`config.mk`:
```
export PLATFORM = sky130hd
export DESIGN_NAME = uart_rx
export DESIGN_NICKNAME = d
export VERILOG_FILES = /design/src/rtl/uart_rx.sv
export SDC_FILE = /design/constraint.sdc
export NUM_CORES = 1
export LEC_CHECK = 0
export CAP_MARGIN = 5
export CORE_ASPECT_RATIO = 1.1
export CORE_UTILIZATION = 50
export DETAILED_ROUTE_END_ITERATION = 10
export HOLD_SLACK_MARGIN = 0.15
export PLACE_DENSITY = 0.74
export SYNTH_ARGS = -nofsm -noshare
export SYNTH_HDL_FRONTEND = slang
export SYNTH_SLANG_ARGS = --single-unit
export TNS_END_PERCENT = 100
```
`constraint.sdc`:
```
create_clock -name clk -period 2.3 [get_ports clk]
set_input_delay 0.46 -clock clk [delete_from_list [all_inputs] [get_ports clk]]
set_output_delay 0.46 -clock clk [all_outputs]
set_load 0.02 [all_outputs]
```
`src/rtl/uart_rx.sv`:
```
`timescale 1ns/1ps
`default_nettype none
// ============================================================================
// Module   : uart_rx
// Purpose  : 8N1 UART receiver (LSB first, idle-high line) with a small
//            valid/ready receive buffer and sticky error flags.
// Revision : 1.0 - initial release
//
// Parameters
//   CLK_FREQ_HZ  system clock frequency in Hz
//   BAUD_RATE    line rate in bit/s (CLK_FREQ_HZ/BAUD_RATE must be >= 4)
//
// Ports
//   clk          system clock, rising edge
//   resetn       asynchronous active-low reset
//   i_rx         serial line, asynchronous to clk
//   o_data       byte at the head of the receive buffer
//   o_valid      o_data holds an unread byte
//   i_ready      consumer takes o_data this cycle (when o_valid)
//   o_frame_err  sticky: a stop bit was sampled low
//   o_overrun    sticky: a byte completed while the buffer was full
//   i_clear_err  clears both sticky flags
//
// Configuration
//   UART_RX_FIFO_EN  defined   : 4-entry receive FIFO
//                    undefined : single holding register (depth 1)
// ============================================================================
module uart_rx #(
  parameter int CLK_FREQ_HZ = 10_000_000,
  parameter int BAUD_RATE   = 1_000_000
) (
  input  logic       clk,
  input  logic       resetn,
  input  logic       i_rx,
  output logic [7:0] o_data,
  output logic       o_valid,
  input  logic       i_ready,
  output logic       o_frame_err,
  output logic       o_overrun,
  input  logic       i_clear_err
);

  localparam int CLKS_PER_BIT = CLK_FREQ_HZ / BAUD_RATE;
  localparam int CNT_W        = $clog2(CLKS_PER_BIT);
  localparam logic [CNT_W-1:0] CNT_BIT  = CNT_W'(CLKS_PER_BIT - 1);
  localparam logic [CNT_W-1:0] CNT_HALF = CNT_W'(CLKS_PER_BIT / 2 - 1);

`ifdef UART_RX_FIFO_EN
  localparam int DEPTH = 4;
`else
  localparam int DEPTH = 1;
`endif

  // Pointers keep at least one bit so the depth-1 build still has legal
  // vectors; the spare storage entry in that build is never addressed.
  localparam int PTR_W = (DEPTH > 1) ? $clog2(DEPTH) : 1;
  localparam int MEM_N = 1 << PTR_W;
  localparam logic [PTR_W-1:0] PTR_LAST = PTR_W'(DEPTH - 1);
  localparam logic [PTR_W:0]   OCC_FULL = (PTR_W + 1)'(DEPTH);

  localparam logic [2:0] S_IDLE      = 3'd0;
  localparam logic [2:0] S_START     = 3'd1;
  localparam logic [2:0] S_DATA      = 3'd2;
  localparam logic [2:0] S_STOP      = 3'd3;
  localparam logic [2:0] S_WAIT_IDLE = 3'd4;

  // --------------------------------------------------------------------------
  // Input synchronizer (resets to the idle-high line level)
  // --------------------------------------------------------------------------
  logic rx_meta;
  logic rx_s;

  always_ff @(posedge clk or negedge resetn) begin
    if (!resetn) begin
      rx_meta <= 1'b1;
      rx_s    <= 1'b1;
    end else begin
      rx_meta <= i_rx;
      rx_s    <= rx_meta;
    end
  end

  // --------------------------------------------------------------------------
  // Receive FSM
  // --------------------------------------------------------------------------
  logic [2:0]       state;
  logic [2:0]       next_state;
  logic [CNT_W-1:0] cnt;
  logic [2:0]       bit_idx;
  logic [7:0]       data_sr;
  logic             cnt_zero;
  logic             push;
  logic             frame_err_set;

  assign cnt_zero = (cnt == '0);

  always_ff @(posedge clk or negedge resetn) begin
    if (!resetn) begin
      state <= S_IDLE;
    end else begin
      state <= next_state;
    end
  end

  always_comb begin
    next_state = state;
    case (state)
      S_IDLE:      if (!rx_s) next_state = S_START;
      S_START:     if (cnt_zero) next_state = rx_s ? S_IDLE : S_DATA;
      S_DATA:      if (cnt_zero && (bit_idx == 3'd7)) next_state = S_STOP;
      S_STOP:      if (cnt_zero) next_state = rx_s ? S_IDLE : S_WAIT_IDLE;
      S_WAIT_IDLE: if (rx_s) next_state = S_IDLE;
      default:     next_state = S_IDLE;
    endcase
  end

  always_comb begin
    push          = 1'b0;
    frame_err_set = 1'b0;
    if ((state == S_STOP) && cnt_zero) begin
      push          = rx_s;
      frame_err_set = !rx_s;
    end
  end

  // Bit timing and data capture. The half-bit preload lands the first sample
  // in the middle of the start bit; every later sample is one bit apart.
  always_ff @(posedge clk or negedge resetn) begin
    if (!resetn) begin
      cnt     <= '0;
      bit_idx <= '0;
      data_sr <= '0;
    end else begin
      case (state)
        S_IDLE: begin
          if (!rx_s) cnt <= CNT_HALF;
        end
        S_START: begin
          if (!cnt_zero) begin
            cnt <= cnt - 1'b1;
          end else if (!rx_s) begin
            cnt     <= CNT_BIT;
            bit_idx <= '0;
          end
        end
        S_DATA: begin
          if (!cnt_zero) begin
            cnt <= cnt - 1'b1;
          end else begin
            data_sr[bit_idx] <= rx_s;
            cnt              <= CNT_BIT;
            bit_idx          <= bit_idx + 1'b1;
          end
        end
        S_STOP: begin
          if (!cnt_zero) cnt <= cnt - 1'b1;
        end
        default: begin
          cnt <= '0;
        end
      endcase
    end
  end

  // --------------------------------------------------------------------------
  // Receive buffer (ring of DEPTH entries, occupancy one bit wider)
  // --------------------------------------------------------------------------
  logic [7:0]       mem [MEM_N];
  logic [PTR_W-1:0] wr_ptr;
  logic [PTR_W-1:0] rd_ptr;
  logic [PTR_W:0]   occ;
  logic             full;
  logic             pop;
  logic             wr_en;
  logic             overrun_set;

  function automatic logic [PTR_W-1:0] next_ptr(input logic [PTR_W-1:0] p);
    return (p == PTR_LAST) ? '0 : p + 1'b1;
  endfunction

  assign o_valid = (occ != '0);
  assign o_data  = mem[rd_ptr];

  // A pop in the same cycle frees the slot, so a push into a full buffer is
  // still accepted; the head entry is overwritten only after it is read out.
  always_comb begin
    full        = (occ == OCC_FULL);
    pop         = o_valid && i_ready;
    wr_en       = push && (!full || pop);
    overrun_set = push && full && !pop;
  end

  always_ff @(posedge clk or negedge resetn) begin
    if (!resetn) begin
      for (int i = 0; i < MEM_N; i++) mem[i] <= '0;
      wr_ptr <= '0;
      rd_ptr <= '0;
      occ    <= '0;
    end else begin
      if (wr_en) begin
        mem[wr_ptr] <= data_sr;
        wr_ptr      <= next_ptr(wr_ptr);
      end
      if (pop) rd_ptr <= next_ptr(rd_ptr);
      case ({wr_en, pop})
        2'b10:   occ <= occ + 1'b1;
        2'b01:   occ <= occ - 1'b1;
        default: occ <= occ;
      endcase
    end
  end

  // --------------------------------------------------------------------------
  // Sticky flags: a new event wins over a simultaneous clear
  // --------------------------------------------------------------------------
  always_ff @(posedge clk or negedge resetn) begin
    if (!resetn) begin
      o_frame_err <= 1'b0;
      o_overrun   <= 1'b0;
    end else begin
      o_frame_err <= frame_err_set || (o_frame_err && !i_clear_err);
      o_overrun   <= overrun_set   || (o_overrun   && !i_clear_err);
    end
  end

endmodule
`default_nettype wire

```
# Word level (Yosys, flattened, before mapping)
# Cells that the tools add are included.
[word_totals] regBits=42 latch_bits=0 mem_bits_rw=0 romBits=0 input_bits=5 output_inout_bits=11 elab_cells=101 memories=0
[op_classes] addsub=6 mul=0 div=0 magnitude_cmp=5 n_eq_ne=17 shifts=0 muxes=32 n_bitwise=2 n_reduce_logical=26
[ops] cell="$mux W8" count=4
[ops] cell="$mux W3" count=9
[ops] cell="$mux W4" count=5
[ops] cell="$bwmux W16" count=1
[ops] cell="$ne A2 B2 Y1 const B" count=8
[ops] cell="$pmux W4 S4" count=1
[ops] cell="$pmux W3 S5" count=1
[ops] cell="$logic_and A1 B1 Y1" count=10
[ops] cell="$bwmux W8" count=1
[ops] cell="$demux W8 S1" count=1
[ops] cell="$eq A3 B2 Y1 const B" count=2
[ops] cell="$eq A3 B3 Y1 const B" count=2
[ops] cell="$pmux W3 S2" count=1
[ops] cell="$reduce_bool A2 Y1" count=3
[ops] cell="$mux W1" count=5
[ops] cell="$reduce_and A5 Y1" count=1
[ops] cell="$eq A2 B1 Y1 const B" count=2
[ops] cell="$ge A2 B2 Y1 const B" count=2
[ops] cell="$logic_not A1 Y1" count=4
[ops] cell="$logic_not A4 Y1" count=1
[ops] cell="$lt A3 B4 Y1 const B" count=1
[ops] cell="$not A1 Y2" count=2
[ops] cell="$pmux W2 S2" count=1
[ops] cell="$reduce_and A4 Y1" count=1
[ops] cell="16 further kinds" count=19

# Logic depth before layout (Yosys ltp)
[depth] ltp_word=6 ltp_mapped=8

# Worst setup path before layout
# Ideal clock, no wire load.
[synth_timing] path_kind="flip-flop to flip-flop" start="register cnt[0]" end="register occ[1]" arrival_ps=2095 required_ps=2173 path_slack_ps=78 path_stages_with_launch=9 n_path_buf=0 period_less_slack_ps=2222 cell_sequence="dfrtp_1 > inv_1 > ha_1 > or4b_4 > a211oi_4 > inv_1 > ha_1 > nand2_1 > o21ai_0"
[synth_between] elab_chain_len=6
[synth_lines] element="start, declared" line="88" rtl="logic [CNT_W-1:0] cnt;"
[synth_lines] element="start signal, assigned" line="140" rtl="cnt <= cnt - 1'b1;"
[synth_lines] element="start signal, assigned" line="148" rtl="cnt <= cnt - 1'b1;"
[synth_lines] element="start signal, assigned" line="156" rtl="if (!cnt_zero) cnt <= cnt - 1'b1;"
[synth_lines] element="$logic_not A4 Y1 *" line="95" rtl="assign cnt_zero = (cnt == '0);"
[synth_lines] element="$logic_and A1 B1 Y1 *" line="120" rtl="if ((state == S_STOP) && cnt_zero) begin"
[synth_lines] element="$mux W1 *" line="120"
[synth_lines] element="$logic_and A1 B1 Y1 *" line="189" rtl="wr_en = push && (!full || pop);"
[synth_lines] element="$eq A2 B1 Y1 or $eq A2 B2 Y1 (tied branches)" line="205" rtl="case ({wr_en, pop})"
[synth_lines] element="$pmux W2 S2 or $reduce_bool A2 Y1 (tied branches)"
[synth_lines] element="end signal, assigned" line="206" rtl="2'b10: occ <= occ + 1'b1;"
[synth_lines] element="end signal, assigned" line="207" rtl="2'b01: occ <= occ - 1'b1;"
[synth_lines] element="end, declared" line="171" rtl="logic [PTR_W:0] occ;"
# Every way passes the cells marked *; elsewhere a longest branch is shown, timed or not.
# A chain may end at the register's enable or synchronous reset.

# Worst setup path in the final report
[layout_timing] start="register cnt[0]" end="register mem[13] (netlist bit)"
[layout_between] elab_chain_len=4
[layout_lines] element="$logic_not A4 Y1" line="95"
[layout_lines] element="$logic_and A1 B1 Y1" line="120"
[layout_lines] element="$mux W1" line="120"
[layout_lines] element="$logic_and A1 B1 Y1" line="189"
[layout_lines] element="end signal, assigned by index" line="201" rtl="mem[wr_ptr] <= data_sr;"
[layout_lines] element="end, declared" line="168" rtl="logic [7:0] mem [MEM_N];"
# No other way between the ends.

==> metrics.cfg <==
[synth]
syn_area_per_cell_um2=11.2
synth_top_family_by_area=simple AND/OR/NAND/NOR gates
synth_xor_area_share_pct=1.07
synth_cells=146
yosysTopAreaCell=dfrtp_1
synth_compound_area_share_pct=14.2
synth_mux_area_share_pct=12.3
yosys.area_share.adder_pct=4.59
ys_seq_area_share_pct=49.2
yosysTopAreaCellShare_pct=45.9
synth_nets=157
ys.flop_type=dfrtp_1
synth_edf_count=0
synthArstFlopShare_pct=100
yosysWarnings=0
ys_ff_latch=32
syn-cell-area_mm2=0.00163
yosys-top-cells-area=dfrtp_1, mux2_2, ha_1
synth-simple-area-share_pct=14.4
post_synth_num_cell_types=37

[clock_network]
hold_buffers=0
clock-root-buffer=clkbuf_4
cts-buffers-inserted=5
clockBufferDepth=2
htree_num_levels=2
cts_tree=built
path_clk_slew_ps=110
clock_latency_ps=340
cts_sinks=32

[global_routing]
grt_start_max_net_pins=33
use_met1_pct=24.5
grt-busiest-layer=met2
grt_usage_pct=21.5
use_met2_pct=37.5
grt.met3_usage_pct=6.21
grt_pass1_wl_um=5610
overflow=0
grt_pass1_vias=1259
antenna_found_initial=0

[setup_path]
cp_data_arrival_time_ps=2420
crit_required_ps=2530
criticalPathCategory=reg2reg
start_kind=register
cp-end-kind=register
cp_max_fo=8

[place]
place_area_mm2=0.00186
portBuffers=15
routabilityCongestion=0.750
hpwl_um=2330

[sta]
holdWs_ps=365
rsz0062_at_grt=false
fin_crit_ps=2190
fin_crit_sh_pct=95.3
maxSlewHeadroom_pct=71.1
max_slew.worst_pin.slew_ps=434
finalSetupViolCount=0
clock_skew_ps=7.43
finalHoldViolCount=0
fmax_mhz=456
drv_slew=0
fin_setup_tns_ps=0

[floorplan]
ioPinCount=16
core-area_mm2=0.00307
num_rows=21
start_util_pct=53.2
dieHeight_um=62.0
die_w_um=56.5
die_area_mm2=0.00350

[pwr]
leakagePower_nw=0.839
power_density_mw_per_mm2=952
ir_worst_vdd_uv=775

[layout]
final_area_mm2=0.00192
layout_common_cells=dfrtp_1, mux2_2, clkdlybuf4s50_1
layout-drive-gt1-share_pct=23.7
final_nets=179
area_growth_pct=17.5
mostFrequentLayoutCell=dfrtp_1
diodes=0

[routing]
avgRoutedWirePerCell_um=16.4
ant_nets=0
via_per_inst=6.01
wirelength_um=3320
drtIter0Drc=35
drc=0
first_pass_iters=4
dr_total_vias=1220

[worst_hold_path]
hp-class=reg2reg

[outcome]
outcome=finished, final reports clean

[run]
max_cap_viol_count=0

through the flow:
step	util [%]	setup slack [ps]	instances	total power, mW
floorplan	-	77.9	146	1.29
CTS	62.4	85.6	203	1.84
detailed placement	60.4	100	195	1.50
global route	62.5	19.3	203	1.97
global placement	60.4	178	195	1.46
finish	62.5	109	203	1.83
path summary, 6_finish.rpt:
check / from / endpoint / slack, ps / cells after the start
worst max register to register: cnt[0] / mem[13] / 110 / 6
max in group asynchronous: resetn / rx_s / 1470 / 2
min in group asynchronous: resetn / occ[1] / 500 / 2
worst min-delay path: rx_meta / rx_s / 370 / 0
worst min register to register: rx_meta / rx_s / 370 / 0
worst max-delay path: cnt[0] / mem[13] / 110 / 6
synthesized netlist by cell type (3+ instances only):
master and n:
a211oi_1 3, a21oi_1 7, a221oi_1 4, clkbuf_1 8, dfrtp_1 30, ha_1 6
inv_1 11, mux2_2 16, nand2_1 3, nand3_1 9, nor2_1 4, nor2b_1 4
nor3b_1 3, nor4b_1 3, o21ai_0 7
cell type report:
type                            instances  area [um2]
Timing Repair Buffer                   23         210
Clock buffer                            5        37.5
Sequential cell                        32         803
Fill cell                             248        1150
Multi-Input combinational cell         95         762
Inverter                               11        41.3
Tap cell                               34        42.5
Clock inverter                          3        23.8
what timing repair did:
item / 4_1_cts / 5_1_grt
buffers inserted: 0 / 0
gates resized for setup: 0 / 2
hold endpoints to repair: 0 / 0
setup endpoints to repair: 0 / 9
registers in the layout, indices dropped and copies added (netlist names):
name and count:
mem 8, o_overrun 1, bit_idx 3, occ 2, rx_meta 1, data_sr 8, o_frame_err 1, state 3
rx_s 1, cnt 4
metal layers:
metal	part of all wire [%]	routed length [um]
met2	50	1670
met3	3.3	108
met4	2.6	87
met5	0	0
met1	44	1460
critical path, stage by stage, from the launching register on:
cell and delay, ps:
dfrtp_1 440, inv_1 80, ha_2 220, or4b_4 520, a211oi_4 250, buf_4 220, mux2_2 350
cell families after synthesis:
kind of cell,Yosys count
xor+xnor,2
buf+inv,19
flops,32
mux,18
compound gates,32
simple gates,37
fa+ha+maj,6
power by group:
group	switching, mW	internal, mW
Clock	0.211	0.120
Sequential	0.139	0.660
Combinational	0.351	0.347
Total	0.701	1.13
(Power assumes the default switching activity.)
